`config.mk`:
```
export PLATFORM = sky130hd
export DESIGN_NAME = lap_recorder
export DESIGN_NICKNAME = d
export VERILOG_FILES = /design/src/rtl/lap_pkg.sv /design/src/rtl/bcd_subtractor.sv /design/src/rtl/lap_recorder.sv
export SDC_FILE = /design/constraint.sdc
export NUM_CORES = 1
export LEC_CHECK = 0
export BUFFER_PORTS_ARGS = -buffer_cell sky130_fd_sc_hd__buf_2
export CAP_MARGIN = 10
export CORE_MARGIN = 4
export CORE_UTILIZATION = 40
export DETAILED_ROUTE_END_ITERATION = 12
export MAX_ROUTING_LAYER = met4
export PLACE_DENSITY = 0.57
export REMOVE_ABC_BUFFERS = 1
export SLEW_MARGIN = 15
export SYNTH_ARGS = -nofsm -noshare
export SYNTH_HDL_FRONTEND = slang
export SYNTH_SLANG_ARGS = --single-unit
```
`constraint.sdc`:
```
create_clock -name clk -period 3.45 [get_ports clk]
set_clock_uncertainty 0.05 [all_clocks]
set_input_delay 0.1725 -clock clk [delete_from_list [all_inputs] [get_ports clk]]
set_output_delay 0.1725 -clock clk [all_outputs]
set_load 0.01 [all_outputs]
```
`src/rtl/lap_pkg.sv`:
```
// Shared definitions for the lap recorder: digit width, BCD constants and
// the view FSM state type.
package lap_pkg;
    localparam int          DIGIT_W  = 4;
    localparam logic [3:0]  BCD_NINE = 4'd9;

    typedef enum logic {
        LIVE   = 1'b0,
        RECALL = 1'b1
    } view_state_t;
endpackage

```
`src/rtl/bcd_subtractor.sv`:
```
// Ripple BCD subtractor: y = a - b modulo 10^DIGITS. The final borrow is
// discarded, so the result wraps around like the stopwatch display does.
module bcd_subtractor
    import lap_pkg::*;
#(
    parameter int DIGITS = 4
) (
    input  logic [DIGIT_W*DIGITS-1:0] a,
    input  logic [DIGIT_W*DIGITS-1:0] b,
    output logic [DIGIT_W*DIGITS-1:0] y
);
    logic [DIGITS:0] brw;

    assign brw[0] = 1'b0;

    for (genvar g = 0; g < DIGITS; g++) begin : g_dig
        // 5-bit difference: bit 4 set means this digit went negative
        logic [4:0] diff;
        assign diff = {1'b0, a[g*DIGIT_W +: DIGIT_W]}
                    - {1'b0, b[g*DIGIT_W +: DIGIT_W]}
                    - {4'b0, brw[g]};
        assign brw[g+1] = diff[4];
        // a negative digit is corrected by adding ten and borrowing from the next digit
        assign y[g*DIGIT_W +: DIGIT_W] = diff[4] ? (diff[3:0] + (BCD_NINE + 4'd1))
                                                 : diff[3:0];
    end
endmodule

```
`src/rtl/lap_recorder.sv`:
```
// Lap recorder: captures stopwatch BCD times into a linear lap buffer and
// drives the hex decoders with either the live count or a recalled lap.
// Optional feature macro LAP_DELTA_EN: store split times (difference from
// the previous captured lap) instead of absolute times.
module lap_recorder
    import lap_pkg::*;
#(
    parameter  int DEPTH  = 8,
    parameter  int DIGITS = 4,
    localparam int IW     = $clog2(DEPTH),
    localparam int CW     = IW + 1,
    localparam int BW     = DIGIT_W * DIGITS
) (
    input  logic          clk,
    input  logic          rst,
    input  logic [BW-1:0] live_bcd,
    input  logic          running,
    input  logic          lap_pulse,
    input  logic          view_next,
    input  logic          clear,
    output logic [BW-1:0] disp_bcd,
    output logic          disp_recall,
    output logic [IW-1:0] disp_index,
    output logic [CW-1:0] lap_count,
    output logic          overflow
);
    logic [BW-1:0] entry [DEPTH];
    view_state_t   state;
    logic          do_clr;
    logic          full;
    logic          cap;
    logic          at_last;
    logic [IW-1:0] nxt_idx;
    logic [BW-1:0] cap_val;

    assign do_clr  = rst | clear;
    assign full    = (lap_count == CW'(DEPTH));
    assign cap     = lap_pulse & running & ~full & ~do_clr;
    assign at_last = ({1'b0, disp_index} == (lap_count - CW'(1)));
    assign nxt_idx = disp_index + IW'(1);

`ifdef LAP_DELTA_EN
    logic [BW-1:0] prev_abs;

    bcd_subtractor #(.DIGITS(DIGITS)) u_sub (
        .a (live_bcd),
        .b (prev_abs),
        .y (cap_val)
    );

    // absolute time of the last stored lap; dropped laps leave it alone
    always_ff @(posedge clk) begin
        if (do_clr)   prev_abs <= '0;
        else if (cap) prev_abs <= live_bcd;
    end
`else
    assign cap_val = live_bcd;
`endif

    // lap storage: next free slot is always lap_count (buffer never wraps)
    always_ff @(posedge clk) begin
        if (cap) entry[lap_count[IW-1:0]] <= cap_val;
    end

    // stored-lap count and sticky overflow flag
    always_ff @(posedge clk) begin
        if (do_clr) begin
            lap_count <= '0;
            overflow  <= 1'b0;
        end else if (lap_pulse && running) begin
            if (full) overflow  <= 1'b1;
            else      lap_count <= lap_count + CW'(1);
        end
    end

    // view FSM with registered display outputs; wrap test uses pre-capture count
    always_ff @(posedge clk) begin
        if (do_clr) begin
            state       <= LIVE;
            disp_index  <= '0;
            disp_recall <= 1'b0;
            disp_bcd    <= '0;
        end else begin
            case (state)
                LIVE: begin
                    if (view_next && lap_count != '0) begin
                        state       <= RECALL;
                        disp_index  <= '0;
                        disp_recall <= 1'b1;
                        disp_bcd    <= entry[0];
                    end else begin
                        disp_recall <= 1'b0;
                        disp_bcd    <= live_bcd;
                    end
                end
                RECALL: begin
                    if (view_next && at_last) begin
                        state       <= LIVE;
                        disp_index  <= '0;
                        disp_recall <= 1'b0;
                        disp_bcd    <= live_bcd;
                    end else if (view_next) begin
                        disp_index  <= nxt_idx;
                        disp_recall <= 1'b1;
                        disp_bcd    <= entry[nxt_idx];
                    end else begin
                        disp_recall <= 1'b1;
                        disp_bcd    <= entry[disp_index];
                    end
                end
                default: begin
                    state       <= LIVE;
                    disp_index  <= '0;
                    disp_recall <= 1'b0;
                    disp_bcd    <= live_bcd;
                end
            endcase
        end
    end
endmodule

```
[Yosys cells after proc, flatten, opt, wreduce, memory -nomap -nowiden]
Memory sizes are Yosys's and may differ from the RTL's. A register that Yosys moved wholly into a read port is not among the register bits.
Index checks and enable logic that the tools add are counted.
W data, S select, Z words.
Operators by class
  add/sub/neg operators: 3
  eq/ne operators: 4
  mux-type cells: 15
  bitwise logic cells: 7
  reductions and logical operators: 7
Operator list (count)
  $mux W16: 3
  $pmux W16 S2: 1
  $mux W3: 5
  $pmux W3 S2: 1
  $reduce_and A2 Y1: 3
  $add A4 B1 Y4 const B: 1
  $eq A3 B4 Y1: 1
  $eq A4 B4 Y1 const B: 1
  $mux W1: 4
  $reduce_bool A4 Y1: 1
  $sub A4 B1 Y4 const B: 1
  $add A3 B1 Y3 const B: 1
  $and A1 B1 Y1: 3
  $logic_and A1 B1 Y1: 3
  $ne A3 B2 Y1 const B: 1
  $not A1 Y1: 3
  $ne A2 B2 Y1 const B: 1
  $pmux W1 S2: 1
  $or A1 B1 Y1: 1
Storage, ports and cells
  register bits after elaboration: 25
  bits in writable memories: 128
  input bits: 22
  output and inout bits: 25
  logic and storage cells: 42
  memories kept: 1
Memory list
  entry: words 8, bits a word 16, read ports 3, clocked after Yosys merged registers in 1, write ports 1, line lap_recorder.sv:27  | logic [BW-1:0] entry [DEPTH];

[Logic depth before layout (Yosys ltp)]
Gate-level depths: netlist of run 1.
  depth in word-level cells: 7
  gate-level depth with buffers: 9
  depth with buffers taken out: 7

[Least setup slack after synthesis of run 1]
No wires, ideal clock.
  path kind: reg-to-reg
  start: register lap_count[0]
  end: memory entry[0][0] (netlist bit), enable pin
  arrival time: 2801 ps
  setup slack: 168 ps
  stages on the path, launching flop included: 7
  clock period less this slack: 3282 ps
  path through: dfxtp_1 > buf_2 > inv_1 > ha_1 > nand3b_1 > nand4_1 > nor4_1
On the way
  word-level cells in the longest chain between the ends: 6
RTL lines
  start, declared: line lap_recorder.sv:24  | output logic [CW-1:0] lap_count,
  start signal, assigned: line lap_recorder.sv:72  | else lap_count <= lap_count + CW'(1);
  $eq A4 B4 Y1: line lap_recorder.sv:37  | assign full = (lap_count == CW'(DEPTH));
  $not A1 Y1 (no line)
  $and A1 B1 Y1 (2 in a row): line lap_recorder.sv:38  | assign cap = lap_pulse & running & ~full & ~do_clr;
  $mux W1: line lap_recorder.sv:62  | if (cap) entry[lap_count[IW-1:0]] <= cap_val;
  $mux W1 (not written as such): line lap_recorder.sv:62
  end, declared: line lap_recorder.sv:27
Several ways; a longest one is shown, not always the timed one.

[Worst setup path in the final report of run 1]
  start: register lap_count[0]
  end: memory entry[1][4] (netlist bit), enable pin
Same word-level chain as after synthesis.

==> flow_metrics.py, run 1 <==
metrics = {
    "status": {
        "status": "finished clean",
    },
    "yosys": {
        "synth-seq-cells": 156,
        "synth_top_cells_by_area": "edfxtp_1 (53%), mux4_2 (20%), dfxtp_1 (7.8%)",
        "synth_top_family_by_area": "multiplexers",
        "synthArstFlopShare_pct": 0,
        "syn_area_per_cell_um2": 16.7,
        "yosys.area_share.simple_pct": 4.95,
        "synth_adder_area_share_pct": 0.695,
        "synthMostInstantiatedCell": "edfxtp_1",
        "yosysTopAreaCell": "edfxtp_1",
        "synth_common_cells": "edfxtp_1 (128), mux4_2 (64), nand2_1 (37)",
        "yosysTopAreaCellShare_pct": 53.4,
        "synth_flop_cell": "edfxtp_1",
        "synth_edf_count": 128,
        "syn_inst": 432,
        "ys_seq_area_share_pct": 61.2,
        "synth.mux.area_fraction_pct": 20.3,
        "synthXorXnorAreaFrac_pct": 0.730,
        "synth_cell_types": 40,
        "synth_compound_area_share_pct": 9.73,
        "netlist_area_um2": 7200,
        "synth.yosys.warnings": 0,
    },
    "die": {
        "initial_core_util_pct": 41.2,
        "core_um2": 17500,
        "die_width_um": 142,
        "dieArea_um2": 20200,
        "ios": 47,
        "die_y_um": 142,
        "rows": 48,
    },
    "job": {
        "max_cap_viol_count": 0,
    },
    "worst_setup_path": {
        "worstSetupEndpointType": "flop",
        "cp_max_fo": 16,
        "path_class": "flop to flop",
        "arrival_ns": 2.73,
        "required_ns": 3.49,
        "startpoint_type": "flop",
    },
    "finish": {
        "num-fill-cells": 1489,
        "fin_util_pct": 48.3,
        "n_antenna_cell": 0,
        "drive_gt1_share_pct": 34.1,
        "nets": 526,
        "synthToLayoutAreaGrowth_pct": 17.3,
    },
    "global_route": {
        "grt_use_total_pct": 18.7,
        "grt_first_pass_wirelength_um": 27000,
        "grt_overflow_total": 0,
        "grt_max_degree": 37,
        "grt_pass1_vias": 4568,
        "antenna_found_initial": 0,
    },
    "sta": {
        "setup_viol": 0,
        "worst_pin_slew_ns": 1.06,
        "max_freq_mhz": 372,
        "slew_headroom_pct": 28.9,
        "period_needed_ns": 2.69,
        "tns_ns": 0,
        "drv_slew": 0,
        "grt_setup_unrepaired": "false",
        "hold_viol_final": 0,
        "fin_crit_sh_pct": 77.9,
    },
    "detailed_routing": {
        "dr.pass1.iters": 5,
        "viasPerCell": 5.95,
        "post_drt_wl_per_cell_um": 23.7,
        "drc": 0,
        "wirelength_um": 17500,
        "first_iter_violations": 328,
        "drt.antenna.violating_nets": 0,
        "vias": 4394,
    },
    "clock_network": {
        "cts_root_buffer": "clkbuf_16",
        "cts_buffers": 17,
        "clock-sinks": 156,
        "clkTransAtPathRegs_ns": 0.06,
        "cts_max_level": 4,
        "cts_tree": "yes",
        "clockBufferDepth": 2,
        "clk_latency_ns": 0.41,
        "cts_setup_buffers": 0,
    },
    "placement": {
        "place.gp.congestion": 0.814,
        "port_buffers": 46,
        "dp_hpwl_um": 9940,
    },
    "pwr": {
        "ir_worst_vdd_mv": 0.339,
        "p_leak_nw": 2.87,
        "p_total_mw": 3.91,
        "power_density_nw_per_um2": 463,
    },
    "hold_path": {
        "hold_class": "input pin to flop",
    },
}
==> final timing paths <==
check	startpoint	end	slack (ns)	cells after the start
setup / recovery	lap_count[0]	entry[1][4]	0.76	7
hold / removal	rst	overflow	0.04	3
hold reg to reg	overflow	overflow	0.43	1
setup reg to reg	lap_count[0]	entry[1][4]	0.76	7
==> critical path, cell delays in order, from the launching register on <==
cell	delay, ns
dfxtp_1	0.54
inv_1	0.21
ha_1	0.28
nand3b_1	0.14
nand4_1	0.30
or2_2	0.43
nor3_2	0.12
buf_4	0.29
==> state kept, by name, summed over array words and instances (netlist names), named ones only <==
name	count
lap_count	4
state	1
disp_bcd	16
disp_index	3
overflow	1
entry	128
==> area by class of cell <==
type,instances,area [um^2],area share (%)
repair buffers,81,533,6.31
clock inverters,8,67.6,0.800
flip-flops and latches,156,4410,52.2
inverters,3,11.3,0.133
clock buffers,24,472,5.59
multi-input cells,241,2670,31.6
well taps,225,282,3.33
==> placed cells by master, fill, tap and decap left out, drive strengths merged, types with 2 or more instances in the layout <==
cell type    synthesis  routed
a21o                17      17
a21oi               19      19
a22oi               32      32
a311oi              16      16
and3b                2       2
buf                 16      65
clkbuf              16      24
clkinv               0       5
clkinvlp             0       2
dfxtp               28      28
dlygate4sd3          0      16
edfxtp             128     128
ha                   4       4
inv                  3       3
mux2i                2       2
mux4                64      64
nand2               37      37
nand3                2       2
nand4                2       2
nor2                13      13
nor3                 4       4
nor4                 4       4
o21ai                2       2
or2                  2       2
xnor2                3       3
xor2                 3       3
==> per-stage QoR <==
step | area [um^2] | worst slack [ns] | cells | hold WS, ns
after floorplan | 7040 | -0.230 | 400 | 0.221
after global placement | 7740 | 0.868 | 690 | 0.395
after detailed placement | 7740 | 0.761 | 690 | 0.415
after CTS | 8440 | 0.766 | 738 | 0.0222
after global routing | 8440 | 0.597 | 738 | 0.0432
final | 8440 | 0.764 | 738 | 0.0356
==> kinds of logic after synthesis <==
family / Yosys count
muxes: 66
DFF: 156
buffers and inverters: 35
xor gates and xnor gates: 6
AOI/OAI and AO/OA: 92
adders and majority gates: 4
and+or+nand+nor: 73
==> layer usage <==
metal | up-vias | track usage, % | part of all wire (%)
li1 | 1928 | - | -
met1 | 2305 | 24.4 | 43
met2 | 132 | 29.4 | 49
met3 | 29 | 3.53 | 5.2
met4 | 0 | 7.17 | 2.3
met5 | - | - | 0
==> where the power goes <==
group | total (mW) | internal [mW] | switching (mW)
logic | 0.148 | 0.0594 | 0.0891
registers | 2.06 | 2.05 | 0.00777
clock network | 1.70 | 1.02 | 0.681
==> what timing repair did <==
action / CTS / global route
endpoints found under the hold margin: 121 / 0
resized for setup: 0 / 0
hold buffers: 16 / 0
Power figures use the tool's default switching activity.
==> run 2: changes to the inputs <==
Settings changed: ABC_AREA set to 1, PLACE_DENSITY 0.57 to 0.56.
Clock period 3.45 ns to 2.7 ns, I/O delays scaled along.
==> flow_metrics.py, run 2 <==
metrics = {
    "status": {
        "status": "finished clean",
    },
    "yosys": {
        "synthArstFlopShare_pct": 0,
        "syn_inst": 1037,
        "netlist_area_um2": 8310,
        "synth_cell_types": 29,
        "synth_top_cells_by_area": "edfxtp_1 (46%), nand3_1 (15%), nand2_1 (14%)",
        "syn_area_per_cell_um2": 8.02,
        "synth-seq-cells": 156,
        "synth.yosys.warnings": 0,
        "yosysTopAreaCell": "edfxtp_1",
        "yosysTopAreaCellShare_pct": 46.2,
        "synth_common_cells": "nand2_1 (306), nand3_1 (246), inv_1 (168)",
        "ys_seq_area_share_pct": 53.0,
        "synthMostInstantiatedCell": "nand2_1",
        "synth_flop_cell": "edfxtp_1",
        "synth_edf_count": 128,
    },
    "finish": {
        "num-fill-cells": 1958,
        "nets": 1118,
        "final_cell_area_um2": 9670,
        "fin_util_pct": 47.5,
        "largest_register_ffs": 128,
        "layout_commonest_cell": "nand2_1",
        "finalNonFillerCells": 1375,
        "layout_common_cells": "nand2_1 (306), nand3_1 (246), inv_1 (168)",
        "synthToLayoutAreaGrowth_pct": 16.3,
        "drive_gt1_share_pct": 13.0,
    },
    "global_route": {
        "grt_first_pass_wirelength_um": 38200,
        "grt_use_total_pct": 21.8,
        "grt_overflow_total": 0,
        "antenna_found_initial": 1,
        "grt_pass1_vias": 6669,
        "grt_max_degree": 68,
    },
    "clock_network": {
        "clkTransAtPathRegs_ns": 0.06,
        "clk_latency_ns": 0.42,
        "clockBufferDepth": 2,
        "cts_root_buffer": "clkbuf_16",
        "cts_tree": "yes",
        "cts_max_level": 4,
        "cts_buffers": 17,
        "clock-sinks": 156,
    },
    "worst_setup_path": {
        "required_ns": 2.99,
        "arrival_ns": 2.64,
        "worstSetupEndpointType": "flop",
        "r2r_cells": 10,
        "startpoint_type": "flop",
        "path_class": "flop to flop",
        "cp_max_fo": 17,
    },
    "sta": {
        "worst_pin_slew_ns": 0.830,
        "hold_viol_final": 0,
        "fin_crit_sh_pct": 87.1,
        "slew_headroom_pct": 44.6,
        "drv_slew": 0,
        "tns_ns": 0,
        "grt_setup_unrepaired": "false",
        "setup_viol": 0,
        "period_needed_ns": 2.35,
        "max_freq_mhz": 425,
    },
    "die": {
        "initial_core_util_pct": 40.8,
        "dieArea_um2": 23200,
        "rows": 52,
        "die_y_um": 152,
        "core_um2": 20400,
        "die_width_um": 152,
        "ios": 47,
    },
    "placement": {
        "port_buffers": 46,
        "place.gp.congestion": 0.886,
        "dpl-instance-area_um2": 8950,
        "dp_hpwl_um": 15100,
        "placedCellCount": 1330,
    },
    "detailed_routing": {
        "post_drt_wl_per_cell_um": 17.8,
        "drc": 0,
        "dr.pass1.iters": 5,
        "vias": 7083,
        "wirelength_um": 24500,
        "viasPerCell": 5.15,
        "drt.antenna.violating_nets": 0,
        "first_iter_violations": 556,
    },
    "pwr": {
        "p_total_mw": 5.28,
        "power_density_nw_per_um2": 546,
        "ir_worst_vdd_mv": 0.418,
        "p_leak_nw": 4.41,
    },
    "job": {
        "max_cap_viol_count": 0,
    },
    "hold_path": {
        "hold_class": "input pin to flop",
        "whs_path_depth": 1,
    },
}
==> run 2: kinds of logic after synthesis <==
kind of cell	synth area share (%)
buf+inv	11.1
xor+xnor	0.512
flops	53.0
compound gates	3.49
simple gates	31.3
fa+ha+maj	0.602
==> run 2: metrics by stage <==
stage | hold WS (ns) | worst slack, ns
after CTS | 0.00320 | 0.373
after global placement | 0.402 | 0.503
after detailed placement | 0.397 | 0.394
after global routing | 0.00270 | 0.180
after floorplan | 0.184 | -0.814
final | 0.00956 | 0.349
==> run 2: final timing paths <==
path	start	slack, ns	to
hold / removal	live_bcd[5]	0.01	entry[5][5]
setup reg to reg	lap_count[1]	0.35	disp_index[2]
setup / recovery	lap_count[1]	0.35	disp_index[2]
hold reg to reg	overflow	0.43	overflow
==> run 2: layout make-up <==
type,instances,area [um^2],share of cell area (%)
Sequential cell,156,4410,45.6
Multi-Input combinational cell,645,3010,31.1
Clock buffer,20,447,4.62
Inverter,176,661,6.83
Timing Repair Buffer,96,663,6.86
Antenna cell,1,2.50,0.0259
Clock inverter,11,145,1.50
Tap cell,270,338,3.49
==> run 2: report_power, final <==
| part | internal, mW | total, mW | switching, mW |
|---|---|---|---|
| Sequential | 2.62 | 2.63 | 0.0119 |
| Clock | 1.47 | 2.43 | 0.956 |
| Combinational | 0.0795 | 0.227 | 0.148 |
==> run 2: layer usage <==
metal / up-vias / wire length (um) / global-route usage (%)
li1: 3478 / - / -
met1: 3329 / 11100 / 29.5
met2: 242 / 11100 / 33.6
met3: 34 / 1750 / 4.17
met4: 0 / 459 / 6.04
met5: - / 0 / -
==> run 2: timing repair <==
item	CTS	global route
setup buffers	0	0
hold buffers	13	0
hold endpoints to repair	99	0
resized for setup	0	0
==> run 2: critical path: stages, from the launching register on <==
cell and delay (ns):
dfxtp_1 0.50, inv_1 0.15, ha_1 0.24, xor2_1 0.15
nand2_1 0.09, nand2_2 0.25, nand2_4 0.36, nand2_1 0.11
inv_2 0.12, nand3_1 0.07, a21oi_1 0.18
==> run 3: changes to the inputs <==
Settings changed: BUFFER_PORTS_ARGS -buffer_cell sky130_fd_sc_hd__buf_2 to -buffer_cell sky130_fd_sc_hd__buf_4, PLACE_DENSITY 0.56 to 0.58.
Clock period 2.7 ns to 2.09 ns, I/O delays scaled along.
==> flow_metrics.py, run 3 (same netlist as run 2, synthesis figures left out) <==
metrics = {
    "global_route": {
        "antenna_found_initial": 0,
        "grt_max_degree": 70,
        "grt_pass1_vias": 6953,
        "grt_first_pass_wirelength_um": 38700,
        "grt_overflow_total": 0,
        "grt_use_total_pct": 21.9,
    },
    "worst_setup_path": {
        "path_class": "flop to flop",
        "cp_max_fo": 16,
        "worstSetupEndpointType": "flop",
        "required_ns": 2.17,
        "startpoint_type": "flop",
        "arrival_ns": 1.99,
    },
    "clock_network": {
        "clock-sinks": 156,
        "cts_root_buffer": "clkbuf_16",
        "cts_tree": "yes",
        "cts_max_level": 4,
        "postCtsResizedCells": 0,
        "cts_buffers": 17,
        "clockBufferDepth": 2,
        "clk_latency_ns": 0.43,
        "clkTransAtPathRegs_ns": 0.06,
    },
    "die": {
        "dieArea_um2": 23200,
        "die_width_um": 152,
        "die_y_um": 152,
        "core_um2": 20400,
        "ios": 47,
        "initial_core_util_pct": 40.8,
        "rows": 52,
    },
    "sta": {
        "setup_viol": 0,
        "period_needed_ns": 1.91,
        "worst_pin_slew_ns": 0.814,
        "fin_crit_sh_pct": 91.3,
        "slew_headroom_pct": 45.7,
        "drv_slew": 0,
        "whs_ns": 0.0363,
        "hold_viol_final": 0,
        "max_freq_mhz": 524,
        "grt_setup_unrepaired": "false",
    },
    "finish": {
        "n_antenna_cell": 0,
        "layout_common_cells": "nand2_1 (306), nand3_1 (246), inv_1 (168)",
        "synthToLayoutAreaGrowth_pct": 20.5,
        "nets": 1130,
        "largest_register_ffs": 128,
        "layout_commonest_cell": "nand2_1",
        "drive_gt1_share_pct": 13.8,
    },
    "placement": {
        "dp_hpwl_um": 14900,
        "place.gp.congestion": 0.838,
        "port_buffers": 46,
    },
    "status": {
        "status": "finished clean",
    },
    "pwr": {
        "p_leak_nw": 4.53,
        "power_density_nw_per_um2": 691,
        "ir_worst_vdd_mv": 0.521,
        "p_total_mw": 6.92,
    },
    "hold_path": {
        "hold_class": "input pin to flop",
    },
    "detailed_routing": {
        "wirelength_um": 24400,
        "post_drt_wl_per_cell_um": 17.6,
        "drc": 0,
        "drt.antenna.violating_nets": 0,
        "vias": 7176,
        "first_iter_violations": 717,
        "viasPerCell": 5.17,
        "dr.pass1.iters": 5,
    },
    "job": {
        "max_cap_viol_count": 0,
    },
}
-- run 3: changes by cell type in the layout (fill, tap and decap cells not counted), sizes merged --
cell and delta:
buf +9, clkinv +1, diode -1, dlygate4sd3 +3
-- run 3: report_power, final --
group / internal [mW] / total [mW] / switching [mW]
Sequential: 3.38 / 3.40 / 0.0136
Combinational: 0.132 / 0.333 / 0.201
Clock: 1.93 / 3.19 / 1.26
-- run 3: what timing repair did --
item,CTS,global route
endpoints found under the setup margin,0,0
hold buffers,16,0
buffers inserted,0,0
endpoints found under the hold margin,128,0
-- run 3: metrics by stage --
stage | TNS (ns) | cell area (um^2) | setup WS (ns) | instances | util, %
global placement | 0 | 9260 | 0.239 | 1339 | 45.5
global route | 0 | 10000 | 0.0334 | 1387 | 49.2
finish | 0 | 10000 | 0.181 | 1387 | 49.2
floorplan | -73.38 | 8050 | -1.42 | 977 | -
detailed placement | 0 | 9260 | 0.190 | 1339 | 45.5
CTS | 0 | 10000 | 0.178 | 1387 | 49.2
-- run 3: layer usage --
layer,routed length (um),share of wire (%),GRT usage [%]
met3,1760,7.2,3.49
met1,11000,45,29.5
met2,11200,46,34.2
met5,0,0,-
met4,449,1.8,7.02
-- run 3: worst paths after layout --
| kind | startpoint | to | slack (ns) | cells after the start |
|---|---|---|---|---|
| setup reg to reg | lap_count[0] | entry[1][14] | 0.18 | 8 |
| hold / removal | running | lap_count[2] | 0.04 | 4 |
| hold reg to reg | overflow | overflow | 0.44 | 2 |
| setup / recovery | lap_count[0] | entry[1][14] | 0.18 | 8 |
-- run 3: critical path, stage by stage (launching register included) --
cell and delay (ns):
dfxtp_1 0.35, inv_2 0.07, ha_1 0.21, nand3_1 0.10, nand2_1 0.12, nor2_1 0.14, nand2_1 0.15, nor3_2 0.21
buf_12 0.20
-- run 3: area by class of cell --
type | instances | area [um^2]
Sequential cell | 156 | 4410
Multi-Input combinational cell | 645 | 3010
Inverter | 176 | 661
Clock inverter | 12 | 145
Timing Repair Buffer | 108 | 1000
Tap cell | 270 | 338
Clock buffer | 20 | 457
Fill cell | 1928 | 10300
